$ cat src/rtl/fpadd_arbiter.sv
// Two-requester front end for one shared pipelined FP32 adder; results return in issue order via a tag FIFO.
// Define FPADD_ARB_ROUND_ROBIN_EN for round-robin arbitration; otherwise requester 0 has fixed priority.
module fpadd_arbiter #(
    parameter int TAG_DEPTH = 8
) (
    input  logic        clk,
    input  logic        rstn,
    input  logic        req0_valid,
    input  logic [31:0] req0_a,
    input  logic [31:0] req0_b,
    output logic        req0_ready,
    input  logic        req1_valid,
    input  logic [31:0] req1_a,
    input  logic [31:0] req1_b,
    output logic        req1_ready,
    output logic        add_valid_in,
    output logic [31:0] add_inA,
    output logic [31:0] add_inB,
    input  logic        add_valid_out,
    input  logic [31:0] add_out,
    output logic        res_valid,
    output logic        res_id,
    output logic [31:0] res_data,
    output logic        err
);

    localparam int PTR_W = (TAG_DEPTH > 1) ? $clog2(TAG_DEPTH) : 1;
    localparam int CNT_W = $clog2(TAG_DEPTH + 1);

    logic [CNT_W-1:0]     count_q, count_d;
    logic [PTR_W-1:0]     wr_ptr_q, wr_ptr_d;
    logic [PTR_W-1:0]     rd_ptr_q, rd_ptr_d;
    logic [TAG_DEPTH-1:0] tag_q, tag_d;
    logic                 add_valid_in_q, add_valid_in_d;
    logic [31:0]          add_in_a_q, add_in_a_d;
    logic [31:0]          add_in_b_q, add_in_b_d;
    logic                 res_valid_q, res_valid_d;
    logic                 res_id_q, res_id_d;
    logic [31:0]          res_data_q, res_data_d;
    logic                 err_q, err_d;
`ifdef FPADD_ARB_ROUND_ROBIN_EN
    logic                 rr_q, rr_d;
`endif

    logic full;
    logic gnt0, gnt1;
    logic accept;
    logic pop_ok;

    always_comb begin
        full = (count_q == CNT_W'(TAG_DEPTH));
        gnt0 = 1'b0;
        gnt1 = 1'b0;
        if (!full) begin
`ifdef FPADD_ARB_ROUND_ROBIN_EN
            // rr_q set means requester 1 is favoured on a contested cycle
            if (req0_valid && req1_valid) begin
                gnt0 = !rr_q;
                gnt1 = rr_q;
            end else begin
                gnt0 = req0_valid;
                gnt1 = req1_valid;
            end
`else
            gnt0 = req0_valid;
            gnt1 = req1_valid && !req0_valid;
`endif
        end
        accept = gnt0 || gnt1;
        pop_ok = add_valid_out && (count_q != '0);
    end

    assign req0_ready = gnt0;
    assign req1_ready = gnt1;

    always_comb begin
        count_d        = count_q;
        wr_ptr_d       = wr_ptr_q;
        rd_ptr_d       = rd_ptr_q;
        tag_d          = tag_q;
        add_valid_in_d = accept;
        add_in_a_d     = add_in_a_q;
        add_in_b_d     = add_in_b_q;
        res_valid_d    = add_valid_out;
        res_id_d       = res_id_q;
        res_data_d     = res_data_q;
        err_d          = err_q;
`ifdef FPADD_ARB_ROUND_ROBIN_EN
        rr_d           = rr_q;
`endif

        if (accept) begin
            add_in_a_d      = gnt1 ? req1_a : req0_a;
            add_in_b_d      = gnt1 ? req1_b : req0_b;
            tag_d[wr_ptr_q] = gnt1;
            wr_ptr_d        = wr_ptr_q + PTR_W'(1);
`ifdef FPADD_ARB_ROUND_ROBIN_EN
            rr_d            = gnt0;
`endif
        end

        // A result with no outstanding tag is a protocol error; report it as requester 0
        if (add_valid_out) begin
            res_data_d = add_out;
            if (pop_ok) begin
                res_id_d = tag_q[rd_ptr_q];
                rd_ptr_d = rd_ptr_q + PTR_W'(1);
            end else begin
                res_id_d = 1'b0;
                err_d    = 1'b1;
            end
        end

        case ({accept, pop_ok})
            2'b10:   count_d = count_q + CNT_W'(1);
            2'b01:   count_d = count_q - CNT_W'(1);
            default: count_d = count_q;
        endcase
    end

    always_ff @(posedge clk or negedge rstn) begin
        if (!rstn) begin
            count_q        <= '0;
            wr_ptr_q       <= '0;
            rd_ptr_q       <= '0;
            tag_q          <= '0;
            add_valid_in_q <= 1'b0;
            add_in_a_q     <= '0;
            add_in_b_q     <= '0;
            res_valid_q    <= 1'b0;
            res_id_q       <= 1'b0;
            res_data_q     <= '0;
            err_q          <= 1'b0;
`ifdef FPADD_ARB_ROUND_ROBIN_EN
            rr_q           <= 1'b0;
`endif
        end else begin
            count_q        <= count_d;
            wr_ptr_q       <= wr_ptr_d;
            rd_ptr_q       <= rd_ptr_d;
            tag_q          <= tag_d;
            add_valid_in_q <= add_valid_in_d;
            add_in_a_q     <= add_in_a_d;
            add_in_b_q     <= add_in_b_d;
            res_valid_q    <= res_valid_d;
            res_id_q       <= res_id_d;
            res_data_q     <= res_data_d;
            err_q          <= err_d;
`ifdef FPADD_ARB_ROUND_ROBIN_EN
            rr_q           <= rr_d;
`endif
        end
    end

    assign add_valid_in = add_valid_in_q;
    assign add_inA      = add_in_a_q;
    assign add_inB      = add_in_b_q;
    assign res_valid    = res_valid_q;
    assign res_id       = res_id_q;
    assign res_data     = res_data_q;
    assign err          = err_q;

endmodule
$ cat config.mk
export PLATFORM = sky130hd
export DESIGN_NAME = fpadd_arbiter
export DESIGN_NICKNAME = d
export VERILOG_FILES = /design/src/rtl/fpadd_arbiter.sv
export SDC_FILE = /design/constraint.sdc
export NUM_CORES = 1
export LEC_CHECK = 0
export CORE_MARGIN = 2
export CORE_UTILIZATION = 38
export DETAILED_ROUTE_END_ITERATION = 10
export PLACE_DENSITY = 0.77
export SLEW_MARGIN = 0
export SYNTH_ARGS = -nofsm -noshare
export SYNTH_HDL_FRONTEND = slang
export SYNTH_SLANG_ARGS = --single-unit
$ cat constraint.sdc
create_clock -name clk -period 2.2 [get_ports clk]
set_clock_uncertainty 0.15 [all_clocks]
set_input_delay 0.22 -clock clk [delete_from_list [all_inputs] [get_ports clk]]
set_output_delay 0.22 -clock clk [all_outputs]
set_load 0.02 [all_outputs]
* Word level (Yosys, flattened, before mapping)
Cells that the tools add are included. W data, S select, Z words.
Storage, ports and cells: register bits after elaboration 118, input bits 165, output and inout port bits 102, word-level logic and storage cells 42
Cells by class: add/sub/neg operators 4, magnitude comparators 3, eq/ne operators 3, multiplexer cells 11, bitwise gates (word level) 1, reductions and logical operators 9
Operators with widths (count):
- $mux W32 | 2
- $bwmux W8 | 1
- $lt A3 B4 Y1 const B | 2
- $pmux W4 S2 | 1
- $add A3 B1 Y3 const B | 2
- $mux W1 | 5
- $add A4 B1 Y4 const B | 1
- $eq A4 B4 Y1 const B | 1
- $reduce_and A2 Y1 | 2
- $reduce_bool A4 Y1 | 1
- $sub A4 B1 Y4 const B | 1
- $bmux W1 S3 | 1
- $demux W1 S3 | 1
- $ge A3 B1 Y1 const B | 1
- $logic_and A1 B1 Y1 | 3
- $eq A2 B1 Y1 const B | 1
- $eq A2 B2 Y1 const B | 1
- $reduce_bool A2 Y1 | 1
- $logic_not A1 Y1 | 1
- $logic_or A1 B1 Y1 | 1
- $not A1 Y1 | 1

* Depth between registers and ports, before layout
Gate-level depths: netlist (run 1).
depth after elaboration 6, depth in mapped cells 11, depth with buffers taken out 9

* Worst setup path before layout (run 1)
Ideal clock, no wire load.
path type register to register, from reg count_q[1], to reg count_q[2], setup time 125 ps, arrival time 2108 ps, data required time 1925 ps, path slack -183 ps, stages on the path, launching flop included 11, buffers on the path 1, clock period less this slack 2383 ps, path through dfrtp_1 -> buf_6 -> or4b_4 -> o21ai_2 -> ha_1 -> xor2_1 -> ha_1 -> a21oi_1 -> xor2_1 -> nor2_1 -> xor2_1
On the way: word-level cells in the longest chain between the ends 5, elaborated cells on any way between the ends 12, classes of those cells add/sub: 2; eq/ne: 3; mux: 3; reduce/logical: 4
RTL lines:
- from (decl) | line 30 | logic [CNT_W-1:0] count_q, count_d;
- from (signal assigned) | line 138 | count_q <= count_d;
- $eq A4 B4 Y1 | line 51 | full = (count_q == CNT_W'(TAG_DEPTH));
- $mux W1 | line 54 | if (!full) begin
- $logic_or A1 B1 Y1 | line 69 | accept = gnt0 || gnt1;
- $eq A2 B1 Y1 or $eq A2 B2 Y1 (tied branches) | line 114 | case ({accept, pop_ok})
- $pmux W4 S2 or $reduce_bool A2 Y1 (tied branches)
Several ways; a longest one is shown, not always the timed one. A chain may end at the register's enable or synchronous reset.

* Worst setup path after layout (run 1)
from reg count_q[0], to reg count_q[2]
The elaborated chain is that of the path after synthesis.

==> impl_metrics.py, run 1 <==
metrics = {
    "outcome": {
        "status": "finished with violations",
        "violations": "setup timing",
    },
    "logic_synthesis": {
        "syn_inst": 526,
        "ys_types": 37,
        "synth_area_leader_cell": "dfrtp_1",
        "syn_area_sq_um": 5951,
        "synth_async_sr_flop_share_pct": 100.0,
        "syn_nets": 696,
        "ys_warn_count": 0,
        "synth_top_area_share_pct": 49.62,
        "synth_seq_cells": 118,
        "seq_area_frac_synth_pct": 49.62,
        "postSynthAreaPerCell_sq_um": 11.31,
        "synth_common_cells": "dfrtp_1, a31oi_1, nor2b_1, a22oi_2, o21ai_1",
        "synth_most_common_cell": "dfrtp_1",
        "synth_edf_count": 0,
        "synth_ff_type": "dfrtp_1",
        "synth_area_leaders": "dfrtp_1, a22oi_2, a31oi_1",
    },
    "detailed_routing": {
        "via_per_inst": 5.338,
        "wl_per_cell_um": 18.28,
        "drc": 0,
        "drt-pass1-iter-count": 4,
        "vias": 5391,
        "wl_um": 18470,
        "drt_iter0_markers": 249,
        "antenna_left": 0,
    },
    "timing": {
        "setup_viol": 2,
        "clock.fmax_mhz": 427.5,
        "finalCriticalPeriod_ns": 2.339,
        "finalMaxSlewViolations": 0,
        "post-route-period-util_pct": 106.3,
        "relSlewSlack_pct": 60.09,
        "hold_viol_final": 0,
        "rsz0062_at_grt": "yes",
        "worst_slack_ns": -0.1393,
        "hold_ws_ns": 0.07130,
        "tightest_slew_ns": 0.5986,
    },
    "global_routing": {
        "grtUsageTotal_pct": 21.82,
        "grt_max_degree": 118,
        "grt_pass1_vias": 5601,
        "antenna_found_initial": 0,
        "grt_pass1_wl_um": 28710,
        "grt-ovfl-total": 0,
    },
    "floorplan": {
        "die_w_um": 129.1,
        "start_util_pct": 39.00,
        "die_h_um": 129.1,
        "num_rows": 45,
        "ios": 267,
        "core_area_sq_um": 15260,
        "die_area_sq_um": 16680,
    },
    "clock_network": {
        "ctsHtreeMaxLevel": 4,
        "root_buffer": "clkbuf_16",
        "clkTransAtPathRegs_ns": 0.06,
        "clk_latency_ns": 0.41,
        "cts_tree": "yes",
        "cts_buffer_depth": 2,
        "cts_buffers": 17,
        "clkSinkCount": 118,
    },
    "finish": {
        "multi_input_area_sq_um": 2860,
        "utilization_pct": 63.23,
        "nFillCells": 1170,
        "fin_cells": 1010,
        "area_delta_synth_final_pct": 62.13,
        "antennaDiodeCount": 0,
        "register_area_sq_um": 2953,
        "drive_above_1_share_pct": 20.65,
        "nNetsFinal": 956,
    },
    "place": {
        "portBuffers": 266,
        "gp_congestion": 0.8215,
        "hpwl_um": 12730,
        "dpl.cell_count": 971,
        "pre_cts_slack_ns": -0.1197,
    },
    "worst_setup_path": {
        "r2r_end": "count_q[2]",
        "cp.arrival_ns": 2.48,
        "critPathRequiredTime_ns": 2.34,
        "start_kind": "flop",
        "reg2reg_from": "count_q[0]",
        "end_kind": "flop",
        "path_depth": 9,
        "regToRegSetupSlack_ns": -0.14,
        "cp_max_fo": 4,
        "reg2reg_depth": 9,
        "path_cells": "or4b_4 > o21ai_4 > ha_4 > xor2_4 > ha_4 > a21oi_2 > xor2_1 > nor2_1 > xor2_1",
        "crit_family": "simple AND/OR/NAND/NOR gates",
        "cp_slowest_cell": "or4b_4",
        "critPathMaxStageDelay_ns": 0.59,
        "worstSetupPathType": "flop to flop",
        "path_buf_inv": 0,
    },
    "power_and_ir_drop": {
        "powerDensity_nw_per_um2": 1039,
        "p_leak_nw": 3.711,
        "ir_drop_uv": 575.4,
    },
    "min_path": {
        "whs_path_depth": 2,
        "hold_path.class": "input pin to flop",
        "hold_start": "req0_valid",
        "holdPathEnd": "tag_q[2]",
    },
    "flow_run": {
        "max_cap_violations": 0,
    },
}
-- where the power goes --
group          internal [W]  switching, W  leakage [nW]
clock network       0.00190       0.00103         0.299
logic               0.00199       0.00189          2.00
registers           0.00272      0.000493          1.41
total               0.00661       0.00341          3.71
-- sequential cells by signal, indices dropped and copies added (netlist names) --
name and cells:
add_inA 32, add_inB 32, add_valid_in 1, count_q 4, err 1, rd_ptr_q 3, res_data 32, res_id 1
res_valid 1, tag_q 8, wr_ptr_q 3
-- final cells by class --
cell class	instances	share of cell area, %
Clock buffer	17	4.409
Sequential cell	118	30.61
Multi-Input combinational cell	353	29.65
Timing Repair Buffer	294	30.40
Inverter	2	0.07781
Tap cell	211	2.736
Clock inverter	15	2.127
-- per-stage QoR --
step / power, W / area (sq um) / TNS (ns)
after floorplan: 0.005254 / 5981 / -0.08189
after global placement: 0.006739 / 8847 / -0.01196
after detailed placement: 0.006881 / 8847 / -0.2560
after CTS: 0.009934 / 9538 / -0.09531
after global routing: 0.01053 / 9648 / -0.2943
final: 0.01002 / 9648 / -0.1447
-- metal layers --
layer  track usage, %  wire length [um]
met1            25.48              7373
met3            6.854              1275
met2            38.02              9442
met5                0                 0
met4            7.417               374
-- cells in the final DEF, fill, tap and decap left out, types with 2 or more instances in the layout --
cell type,Yosys,routed
a21oi_1,7,6
a22oi_1,14,14
a22oi_2,50,50
a31oi_1,72,72
a41oi_1,2,2
buf_12,0,3
buf_2,12,2
buf_4,0,21
buf_6,7,4
bufinv_16,0,4
clkbuf_16,0,17
clkdlybuf4s50_1,0,261
clkinv_2,0,2
clkinv_4,0,5
clkinvlp_4,0,3
dfrtp_1,118,118
ha_1,5,2
ha_4,0,3
inv_1,2,2
mux2_2,35,35
nand2_1,3,3
nor2_1,3,2
nor2b_1,68,67
nor3b_1,3,2
o21ai_0,15,14
o21ai_1,50,51
xnor2_1,5,5
xor2_1,4,3
-- worst max path at each step --
stage	to	from	slack, ns
floorplan	count_q[2]	count_q[1]	-0.07
global placement	count_q[2]	count_q[0]	-0.01
detailed placement	count_q[2]	count_q[0]	-0.12
CTS	count_q[2]	count_q[0]	-0.1
global route	count_q[2]	count_q[0]	-0.22
finish	count_q[2]	count_q[0]	-0.14
-- what timing repair did --
item / CTS / global route
setup buffers: 1 / 6
setup endpoints to repair: 5 / 24
hold endpoints to repair: 38 / 0
pin swaps: 2 / 5
gates cloned: 0 / 0
resized for setup: 11 / 15
hold buffers: 1 / 0
-- kinds of logic after synthesis --
family	after synthesis	share of synthesized area (%)
AOI/OAI and AO/OA	216	26.98
xor gates and xnor gates	9	1.325
adders and majority gates	5	1.051
buffers and inverters	55	4.605
DFF	118	49.62
muxes	38	7.359
and+or+nand+nor	85	9.062
-- worst register-to-register path: cells and delay by family, from the launching register on --
kind | cells | cell delay [ns]
compound gates | 2 | 0.23
xor+xnor | 3 | 0.41
fa+ha+maj | 2 | 0.37
flops | 1 | 0.39
simple gates | 2 | 0.66
Power figures use the tool's default switching activity.
==> inputs of run 2 (changes only) <==
Settings changed: ABC_AREA set to 1, CORE_UTILIZATION 38 to 37, PLACE_DENSITY 0.77 to 0.78, SETUP_SLACK_MARGIN set to 0.15.
==> run 2 against run 1 <==
Net effect:
- the run now ends clean
- first-iteration DRC count fell by 42%
- non-clock buffer count fell by 9
- total power fell by 6.2%
- count of clock-buffer cells in the layout rose by 6
- critical path type unchanged
- largest cell class unchanged
- highest routed layer unchanged
==> impl_metrics.py, run 2 <==
metrics = {
    "outcome": {
        "status": "finished clean",
    },
    "clock_network": {
        "cts_buffer_depth": 2,
        "clkTransAtPathRegs_ns": 0.05,
        "root_buffer": "clkbuf_16",
        "clkSinkCount": 118,
        "ctsHtreeMaxLevel": 4,
        "clk_latency_ns": 0.40,
        "cts_buffers": 17,
        "cts_tree": "yes",
    },
    "power_and_ir_drop": {
        "switching_share_pct": 34.17,
        "switchingPower_w": 0.003213,
        "clock_power_share_pct": 29.5,
        "powerDensity_nw_per_um2": 1058,
        "p_seq_share_pct": 33.2,
        "p_leak_nw": 3.909,
        "internal_power_w": 0.006191,
        "comb_power_share_pct": 37.3,
        "ir_drop_uv": 528.1,
    },
    "global_routing": {
        "antenna_found_initial": 0,
        "grt_pass1_wl_um": 26500,
        "grt_max_degree": 73,
        "grt-ovfl-total": 0,
        "grtUsageTotal_pct": 21.33,
        "grt_pass1_vias": 5187,
    },
    "floorplan": {
        "die_w_um": 124.6,
        "num_rows": 44,
        "ios": 267,
        "die_area_sq_um": 15540,
        "core_area_sq_um": 14370,
        "die_h_um": 124.6,
        "start_util_pct": 37.48,
    },
    "finish": {
        "drive_above_1_share_pct": 10.92,
        "area_delta_synth_final_pct": 65.01,
        "antennaDiodeCount": 0,
        "final_cell_mix": "clkdlybuf4s50_1, nand2_1, dfrtp_1, nor2_1, o21ai_1",
        "fin_cells": 1091,
        "nNetsFinal": 1065,
        "mostFrequentLayoutCell": "clkdlybuf4s50_1",
        "design_area_sq_um": 8886,
        "nFillCells": 1214,
    },
    "logic_synthesis": {
        "synth_area_leaders": "dfrtp_1, nand2_1, o21ai_1",
        "synth_edf_count": 0,
        "synth_top_family_by_area": "simple AND/OR/NAND/NOR gates",
        "seq_area_frac_synth_pct": 54.83,
        "ys_warn_count": 0,
        "synth_seq_cells": 118,
        "synthSimpleGateAreaFrac_pct": 21.89,
        "synth_most_common_cell": "nand2_1",
        "synth_compound_area_share_pct": 15.40,
        "ys_types": 23,
        "synth_fa_ha_area_share_pct": 1.162,
        "syn_area_sq_um": 5385,
        "synth_async_sr_flop_share_pct": 100.0,
        "postSynthAreaPerCell_sq_um": 8.603,
        "syn_inst": 626,
        "syn_nets": 796,
        "synth_area_leader_cell": "dfrtp_1",
        "synthMuxAreaShare_pct": 0,
        "synth_xor_area_share_pct": 1.138,
        "synth_ff_type": "dfrtp_1",
        "synth_common_cells": "nand2_1, dfrtp_1, nor2_1, o21ai_1, o21ai_2",
        "synth_top_area_share_pct": 54.83,
    },
    "worst_setup_path": {
        "critPathMaxStageDelay_ns": 0.42,
        "worstSetupPathType": "flop to flop",
        "worst_path_most_repeated_cell": "nor2_2",
        "cp.arrival_ns": 2.11,
        "path_cells": "nor2_4 > nand3_2 > nand2_2 > inv_2 > ha_4 > nor2_2 > nor2_2 > ha_2 > a21oi_2 > xor2_1 > o21ai_1",
        "end_kind": "flop",
        "cp_slowest_cell": "dfrtp_1",
        "critPathRequiredTime_ns": 2.33,
        "start_kind": "flop",
        "cp_max_fo": 4,
    },
    "detailed_routing": {
        "antenna_left": 0,
        "vias": 5185,
        "drt_iter0_markers": 144,
        "via_per_inst": 4.753,
        "wl_um": 16280,
        "drt-pass1-iter-count": 4,
        "wl_per_cell_um": 14.92,
        "drc": 0,
    },
    "timing": {
        "finalCriticalPeriod_ns": 1.978,
        "fin_setup_tns_ns": 0,
        "relSlewSlack_pct": 68.29,
        "setup_viol": 0,
        "tightest_slew_ns": 0.4756,
        "post-route-period-util_pct": 89.93,
        "clock.fmax_mhz": 505.4,
        "finalMaxSlewViolations": 0,
        "rsz0062_at_grt": "no",
        "hold_viol_final": 0,
    },
    "place": {
        "dpl.cell_count": 1055,
        "hpwl_um": 11260,
        "gp_congestion": 0.8353,
        "portBuffers": 266,
        "placement.cell_area_sq_um": 8212,
    },
    "flow_run": {
        "max_cap_violations": 0,
    },
    "min_path": {
        "hold_path.class": "input pin to asynchronous set/reset pin",
    },
}
-- run 2: changes by cell type after synthesis, moves of 14 or more --
| cell | delta |
|---|---|
| a22oi_1 | -14 |
| nand2_1 | +202 |
| nor2_1 | +75 |
| clkbuf_1 | -24 |
| nor2b_1 | -68 |
| a22oi_2 | -50 |
| mux2_2 | -35 |
| o21ai_1 | +19 |
| inv_1 | +14 |
| o21ai_2 | +34 |
| o21ai_0 | +18 |
| a31oi_1 | -72 |
| nand3_1 | +15 |
-- run 2: path summary, 6_finish.rpt --
path / start / endpoint / slack (ns) / cells past startpoint
worst max-delay path: count_q[0] / count_q[2] / 0.22 / 11
worst min-delay path: rstn / res_data[0] / 0.19 / 2
worst max register to register: count_q[0] / count_q[2] / 0.22 / 11
worst min register to register: tag_q[1] / tag_q[1] / 0.32 / 2
max in group asynchronous: rstn / add_inB[27] / 1.07 / 3
min in group clk: add_out[25] / res_data[25] / 0.21 / 3
-- run 2: cells by family (layout without fill, tap and decap cells) --
| kind of cell | Yosys count | count (layout) |
|---|---|---|
| simple gates | 304 | 304 |
| fa+ha+maj | 5 | 5 |
| compound gates | 139 | 139 |
| xor+xnor | 7 | 7 |
| flops | 118 | 118 |
| buf+inv | 53 | 334 |
-- run 2: what timing repair did --
action	CTS	global route
hold buffers	1	0
gates resized for setup	2	14
pin swaps	0	9
buffers inserted	1	3
endpoints found under the setup margin	3	4
endpoints found under the hold margin	30	0
-- run 2: worst max-delay path, delay by kind of cell, from the launching register on --
kind	cells	cell delay (ns)
AO/OA/AOI/OAI	2	0.20
XOR/XNOR	1	0.16
adder cells (fa/ha/maj)	2	0.35
buffers and inverters	1	0.05
flip-flops	1	0.42
AND/OR/NAND/NOR	5	0.51
-- run 2: routing by layer --
metal | GRT usage [%] | part of all wire (%) | vias up
met5 | 0 | 0 | -
met4 | 7.601 | 2.0 | 0
met3 | 8.119 | 8.8 | 24
met2 | 34.94 | 48 | 213
met1 | 25.71 | 41 | 2400
li1 | - | - | 2548
-- run 2: final cells by class --
cell class	count	area (sq um)	share of cell area (%)
Clock buffer	23	467.9	5.266
Clock inverter	8	123.9	1.394
Inverter	18	67.56	0.7603
Multi-Input combinational cell	455	2191	24.66
Sequential cell	118	2953	33.23
Tap cell	184	230.2	2.591
Timing Repair Buffer	285	2853	32.10
-- run 2: through the flow --
step                total power [W]  worst slack (ns)  util [%]  hold WS [ns]
detailed placement         0.006552           0.03153     57.15       0.05828
global route               0.009984           0.08246     61.84        0.2118
finish                     0.009404            0.2215     61.84        0.1899
global placement           0.006492           0.09113     57.15       0.05459
floorplan                  0.004997            0.1580         -       -0.2256
CTS                        0.009404            0.1348     61.37        0.1831
-- run 2: power by group through the flow --
stage / Combinational (W) / Sequential [W] / Clock [W]
2_1_floorplan: 0.00140 / 0.00360 / 0
3_3_place_gp: 0.00337 / 0.00312 / 0
3_5_place_dp: 0.00341 / 0.00314 / 0
4_1_cts: 0.00345 / 0.00311 / 0.00284
5_1_grt: 0.00385 / 0.00319 / 0.00294
6_report: 0.00351 / 0.00312 / 0.00278
==> inputs of run 3 (changes only) <==
Settings changed: SKIP_LAST_GASP set to 1.
==> results of run 3 <==
The final DEF is identical to that of run 2; final timing and power are the same.
